$ cat config.mk
export PLATFORM = sky130hd
export DESIGN_NAME = imem_loader
export DESIGN_NICKNAME = d
export VERILOG_FILES = /design/src/rtl/imem_loader_pkg.sv /design/src/rtl/le_word_packer.sv /design/src/rtl/imem_loader.sv
export SDC_FILE = /design/constraint.sdc
export NUM_CORES = 1
export LEC_CHECK = 0
export CAP_MARGIN = 0
export CORE_MARGIN = 2
export CORE_UTILIZATION = 52
export CTS_CLUSTER_DIAMETER = 80
export DETAILED_ROUTE_END_ITERATION = 6
export PLACE_DENSITY_LB_ADDON = 0.2
export SLEW_MARGIN = 10
export SYNTH_ARGS = -nofsm -noshare
export SYNTH_HDL_FRONTEND = slang
export SYNTH_SLANG_ARGS = --single-unit
$ cat constraint.sdc
create_clock -name clk -period 2.8 [get_ports clk]
set_input_delay 0.7 -clock clk [delete_from_list [all_inputs] [get_ports clk]]
set_output_delay 0.7 -clock clk [all_outputs]
set_load 0.02 [all_outputs]
$ cat src/rtl/imem_loader_pkg.sv
// Shared types and constants for the instruction-memory loader.
package imem_loader_pkg;

  typedef enum logic [2:0] {
    S_IDLE,
    S_LEN_LO,
    S_LEN_HI,
    S_LOAD,
    S_CHK,
    S_DONE,
    S_ERR
  } ldr_state_t;

  localparam int         LEN_BYTES  = 2;
  localparam int         WORD_BYTES = 4;
  localparam logic [7:0] CHK_SEED   = 8'h00;

endpackage

$ cat src/rtl/le_word_packer.sv
// Packs accepted bytes little-endian into 32-bit words; word_valid is
// combinational on the accept of the 4th byte so the top can register the write.
module le_word_packer
  import imem_loader_pkg::*;
(
  input  logic        clk,
  input  logic        rst_n,
  input  logic        clear,
  input  logic        accept,
  input  logic [7:0]  byte_in,
  output logic [31:0] word,
  output logic        word_valid
);

  logic [23:0] sr;
  logic [1:0]  cnt;

  always_ff @(posedge clk or negedge rst_n) begin
    if (!rst_n) begin
      sr  <= '0;
      cnt <= '0;
    end else if (clear) begin
      sr  <= '0;
      cnt <= '0;
    end else if (accept) begin
      sr  <= {byte_in, sr[23:8]};
      cnt <= cnt + 2'd1;
    end
  end

  assign word       = {byte_in, sr};
  assign word_valid = accept && (cnt == 2'(WORD_BYTES - 1));

endmodule

$ cat src/rtl/imem_loader.sv
// Length-prefixed byte stream to instruction RAM word writer; stalls the core while busy.
// Optional trailing XOR checksum byte when IMEM_LOADER_CHECKSUM_EN is defined.
module imem_loader
  import imem_loader_pkg::*;
#(
  parameter int SIZE  = 64,
  parameter int ADR_W = 64
) (
  input  logic             clk,
  input  logic             rst_n,
  input  logic             start,
  input  logic [7:0]       byte_in,
  input  logic             byte_valid,
  output logic             byte_ready,
  output logic             wr_en,
  output logic [ADR_W-1:0] wr_adr,
  output logic [31:0]      wr_data,
  output logic             busy,
  output logic             done,
  output logic             error
);

`ifdef IMEM_LOADER_CHECKSUM_EN
  localparam ldr_state_t S_FIN = S_CHK;
`else
  localparam ldr_state_t S_FIN = S_DONE;
`endif

  ldr_state_t  state, state_nxt;
  logic [7:0]  len_lo;
  logic [15:0] n_words, word_cnt, n_rx;
  logic        accept, start_ok, overflow, last_word;
  logic        pk_valid;
  logic [31:0] pk_word;

  assign accept    = byte_valid && byte_ready;
  assign start_ok  = start && (state == S_IDLE || state == S_DONE || state == S_ERR);
  assign n_rx      = {byte_in, len_lo};
  assign overflow  = (32'(n_rx) * 32'(WORD_BYTES)) > 32'(SIZE);
  assign last_word = (word_cnt == n_words - 16'd1);

`ifdef IMEM_LOADER_CHECKSUM_EN
  logic [7:0] chk;

  always_ff @(posedge clk or negedge rst_n) begin
    if (!rst_n)
      chk <= CHK_SEED;
    else if (start_ok)
      chk <= CHK_SEED;
    else if (state == S_LOAD && accept)
      chk <= chk ^ byte_in;
  end
`endif

  always_comb begin
    state_nxt  = state;
    byte_ready = 1'b0;
    busy       = 1'b0;
    done       = 1'b0;
    error      = 1'b0;
    case (state)
      S_IDLE, S_DONE, S_ERR: begin
        done  = (state == S_DONE);
        error = (state == S_ERR);
        if (start) state_nxt = S_LEN_LO;
      end
      S_LEN_LO: begin
        byte_ready = 1'b1;
        busy       = 1'b1;
        if (accept) state_nxt = S_LEN_HI;
      end
      S_LEN_HI: begin
        byte_ready = 1'b1;
        busy       = 1'b1;
        if (accept) begin
          if (overflow)          state_nxt = S_ERR;
          else if (n_rx == '0)   state_nxt = S_FIN;
          else                   state_nxt = S_LOAD;
        end
      end
      S_LOAD: begin
        byte_ready = 1'b1;
        busy       = 1'b1;
        if (pk_valid && last_word) state_nxt = S_FIN;
      end
`ifdef IMEM_LOADER_CHECKSUM_EN
      S_CHK: begin
        byte_ready = 1'b1;
        busy       = 1'b1;
        if (accept) state_nxt = (byte_in == chk) ? S_DONE : S_ERR;
      end
`endif
      default: state_nxt = S_IDLE;
    endcase
  end

  always_ff @(posedge clk or negedge rst_n) begin
    if (!rst_n) state <= S_IDLE;
    else        state <= state_nxt;
  end

  always_ff @(posedge clk or negedge rst_n) begin
    if (!rst_n) begin
      wr_en    <= 1'b0;
      wr_adr   <= '0;
      wr_data  <= '0;
      len_lo   <= '0;
      n_words  <= '0;
      word_cnt <= '0;
    end else begin
      wr_en <= 1'b0;
      if (start_ok) word_cnt <= '0;
      if (state == S_LEN_LO && accept) len_lo <= byte_in;
      if (state == S_LEN_HI && accept) n_words <= n_rx;
      // Write lands one cycle after the 4th byte of the word is accepted.
      if (pk_valid) begin
        wr_en    <= 1'b1;
        wr_adr   <= ADR_W'({word_cnt, 2'b00});
        wr_data  <= pk_word;
        word_cnt <= word_cnt + 16'd1;
      end
    end
  end

  le_word_packer u_packer (
    .clk        (clk),
    .rst_n      (rst_n),
    .clear      (start_ok),
    .accept     (accept && state == S_LOAD),
    .byte_in    (byte_in),
    .word       (pk_word),
    .word_valid (pk_valid)
  );

endmodule

# Word level (Yosys, flattened, before mapping)
# Index checks and enable logic that the tools add are counted.
# totals
regBits	118
inputBits	12
output_inout_bits	101
elab_cells	57
# classes
n_addsub	3
n_lt_le_gt_ge	1
eq_ne	11
mux	17
n_reduce_logical	16
# op_table
op	count
$mux 24	2
$mux 16	2
$gt 18x7->1 const B	1
$mux 3	6
$add 16x1->16 const B	1
$eq 16x16->1	1
$logic_not 16->1	1
$sub 16x1->16 const B	1
$pmux 3 s4	1
$ne 2x2->1 const B	4
$logic_and 1x1->1	7
$eq 3x2->1 const B	2
$eq 3x3->1 const B	2
$reduce_or 3->1	2
$mux 1	4
$mux 2	2
$reduce_and 4->1	1
$reduce_bool 2->1	2
$eq 3x1->1 const B	1
$logic_not 3->1	1
$add 2x1->2 const B	1
$eq 2x2->1 const B	1
$logic_or 1x1->1	2

# Logic depth before layout (Yosys ltp)
# depth
word_depth	9
depth_mapped	10
mapped_depth_nobuf	9

# By module
# A second synthesis with hierarchy kept.
# unflattened
cells_unflattened	508
area_unflattened_um2	5859.4
# modules_own_cells
mod	instances	cells_each	area_each_um2
imem_loader	1	414	4705.8
le_word_packer	1	94	1153.6

# Worst setup path after synthesis
# No wires, ideal clock.
# synth_path
path_type	reg2reg
from	register n_words[0]
to	register state[2]
setup_ps	119
arrival_ps	2029
required_ps	2681
slack_ps	652
path_stages_with_launch	10
synth_period_minus_slack_ps	2148
path_cell_list	dfrtp_1 inv_1 ha_1 nor4b_4 and3b_1 mux2i_1 o31ai_1 a2bb2oi_1 and4_1 o21ba_1
# synth_between
elab_chain_cells	5
# synth_lines
item	line	rtl
start, declared	imem_loader.sv:31	logic [15:0] n_words, word_cnt, n_rx;
start signal, assigned	imem_loader.sv:114	if (state == S_LEN_HI && accept) n_words <= n_rx;
$sub 16x1->16	imem_loader.sv:40	assign last_word = (word_cnt == n_words - 16'd1);
$eq 16x16->1	imem_loader.sv:40	
$logic_and 1x1->1	imem_loader.sv:84	if (pk_valid && last_word) state_nxt = S_FIN;
$ne 2x2->1 (no line)	--	
$reduce_and 4->1 (no line)	--	
end signal, assigned	imem_loader.sv:99	else state <= state_nxt;
end, declared	imem_loader.sv:29	ldr_state_t state, state_nxt;
# Every way passes these cells.
# A chain may end at the register's enable or synchronous reset.

# Worst setup path in the final report
# layout_path
from	register state[0]
to	output port error
# layout_between
elab_chain_cells	3
# layout_lines
item	line	rtl
$eq 3x3->1 (tied with other cells)	imem_loader.sv:61	case (state)
$reduce_or 3->1	imem_loader.sv:61	
$mux 1 (*)	imem_loader.sv:61	
end, declared	imem_loader.sv:20	output logic error
# Mark *: on every way between the ends. The rest lies on a longest branch, timed or not.

==> out/results.ini <==
[synth]
yosysTopAreaCellShare = 0.510
syn_area_per_cell_um2 = 9.09
synth_area_leaders = dfrtp_1, nand2_1, buf_4, mux2_2, a21oi_1
synth-main-ff-cell = dfrtp_1
yosysSeqAreaShare = 0.510
synth_top_area_cell = dfrtp_1
ys_ff_latch = 118
synth_edf_count = 0
syn_inst = 637
synthArstFlopShare = 1.00
netlist_area_mm2 = 0.00579
synthDistinctLibCells = 54
ys_warn_count = 0

[setup_path]
crit_required_ns = 2.10
crit_arrival_ns = 1.97
crit_path_max_fanout = 12
endpoint_kind = output port
crit_path_start_kind = flip-flop
crit_type = reg2out

[pwr]
power.internal_mw = 4.04
leakage_nw = 3.38
ir_drop_uv = 487
power_frac_seq = 0.398
power_frac_clock = 0.367
p_per_area_mw_per_mm2 = 860
combPwrFrac = 0.235
switching_share = 0.334
p_sw_mw = 2.03

[floorplanning]
die_y_um = 110
coreArea_mm2 = 0.0108
start_util = 0.534
io_pins = 113
die_w_um = 110
dieArea_mm2 = 0.0120
rows = 38

[clocking]
htree_num_levels = 4
worstSkewPairLatency_ns = 0.52
cts_root_buffer = clkbuf_8
cts_buffers = 17
cts_tree = done
cts_sinks = 118
clockBufferDepth = 2
clkTransAtPathRegs_ns = 0.06

[layout]
n_antenna_cell = 0
utilization = 0.651
layout-drive-gt1-share = 0.126
syn_to_final_growth_pct = 21.9
final_nets = 718

[sta]
fin_tns_setup_ns = 0
final.setup_skew_ns = 0.00947
final.period_utilization = 0.954
slew_headroom = 0.535
worstMarginPinSlew_ns = 0.692
setup_viol = 0
hold_viol = 0
fin_crit_ns = 2.67
max_freq_mhz = 374
timing.final.ws_setup_ns = 0.128
drv_slew = 0
grt_setup_unrepaired = no

[route]
drt_iter0_drc = 220
ant_nets = 0
via_per_inst = 5.26
routed_wirelength_um = 13100
firstDrtPassIters = 4
drc = 0
vias = 4499
wl_per_cell_um = 15.3

[global_routing]
grt_usage = 0.236
grt_pass1_vias = 4492
antenna_found_initial = 0
grt_pass1_wl_um = 21500
grt_max_degree = 56
grt-ovfl-total = 0

[placed_design]
gp_congestion = 0.838
detailed_place_hpwl_um = 8870
post-place-ws_ns = -0.0193
port_buffers = 64

[flow_run]
maxCapViolations = 0

[hold_path]
hold_path.class = in2async

[outcome]
status = finished clean

-- power by group through the flow --
stage	combinational [mW]	clock [mW]	sequential [mW]
after global routing	1.58	2.33	2.46
after CTS	1.43	2.26	2.40
after detailed placement	1.41	0	2.42
final	1.43	2.23	2.41
after global placement	1.35	0	2.40
after floorplan	1.21	0	2.25
-- flip-flops by register name, summed over array words and instances (netlist names) --
| register | count |
|---|---|
| state | 3 |
| wr_en | 1 |
| u_packer.cnt | 2 |
| len_lo | 8 |
| n_words | 16 |
| wr_data | 32 |
| u_packer.sr | 24 |
| word_cnt | 16 |
| wr_adr | 16 |
-- cell type report --
type | instances | area (um^2)
Multi-Input combinational cell | 475 | 2480
Clock buffer | 17 | 414
Timing Repair Buffer | 83 | 806
Tap cell | 140 | 175
Fill cell | 916 | 3790
Sequential cell | 118 | 2960
Clock inverter | 15 | 191
Inverter | 8 | 30.0
-- path summary, 6_finish.rpt --
kind | slack (ns) | from | endpoint | depth (start not counted)
worst max register to register | 0.40 | n_words[0] | state[2] | 9
max in group asynchronous | 1.98 | rst_n | state[0] | 2
worst max-delay path | 0.13 | state[0] | error | 4
min in group clk | 0.47 | u_packer.sr[2] | wr_data[2] | 2
worst min-delay path | 0.16 | rst_n | wr_adr[2] | 1
worst min register to register | 0.47 | u_packer.sr[2] | wr_data[2] | 2
-- cell usage in the layout (no fill, tap or decap), types with 8 or more instances in the layout --
master / count
nand2_1: 220
nor2_1: 22
o21ai_0: 20
nand3_1: 11
clkbuf_16: 16
conb_1: 48
inv_1: 8
xor2_1: 10
clkdlybuf4s50_1: 63
mux2_2: 21
xnor2_1: 13
buf_4: 18
a21oi_1: 29
dfrtp_1: 116
-- per-stage QoR --
stage	hold slack [ns]	std cells	total power, mW	area (um^2)
floorplan	0.404	684	3.46	5960
CTS	0.169	856	6.09	7050
global placement	0.457	824	3.76	6440
finish	0.161	856	6.06	7050
global route	0.194	856	6.37	7050
detailed placement	0.455	824	3.84	6440
-- synth_stat cells, types with 6 or more instances --
cell	instances
mux2_2	21
xor2_1	10
nand2_1	221
nand3_1	11
inv_1	8
buf_4	50
a21oi_1	29
o21ai_0	20
xnor2_1	13
mux2i_1	6
dfrtp_1	118
nor2_1	23
clkbuf_1	25
a31oi_1	6
-- critical path, stage by stage (launching register included) --
cell,delay [ns]
dfrtp_2,0.48
nor2b_1,0.20
nand2_1,0.11
inv_1,0.07
clkdlybuf4s50_1,0.59
-- per-layer routing --
layer	part of all wire	global-route usage	up-vias
met3	0.040	0.0427	24
met4	0.024	0.111	0
li1	-	-	2128
met2	0.52	0.409	118
met5	0	0	-
met1	0.42	0.285	2229
-- cells by family after synthesis --
logic type,Yosys count,share of synthesized area
muxes,27,0.0512
other,1,0.000648
DFF,118,0.510
and+or+nand+nor,303,0.232
AOI/OAI and AO/OA,71,0.0718
buffers and inverters,91,0.0934
xor gates and xnor gates,23,0.0348
adders and majority gates,3,0.00649
-- timing repair --
item	CTS	global route
setup buffers	0	0
endpoints found under the setup margin	0	1
gates resized for setup	0	2
hold buffers	0	0
Note: power is estimated with default switching activity, not from simulation.
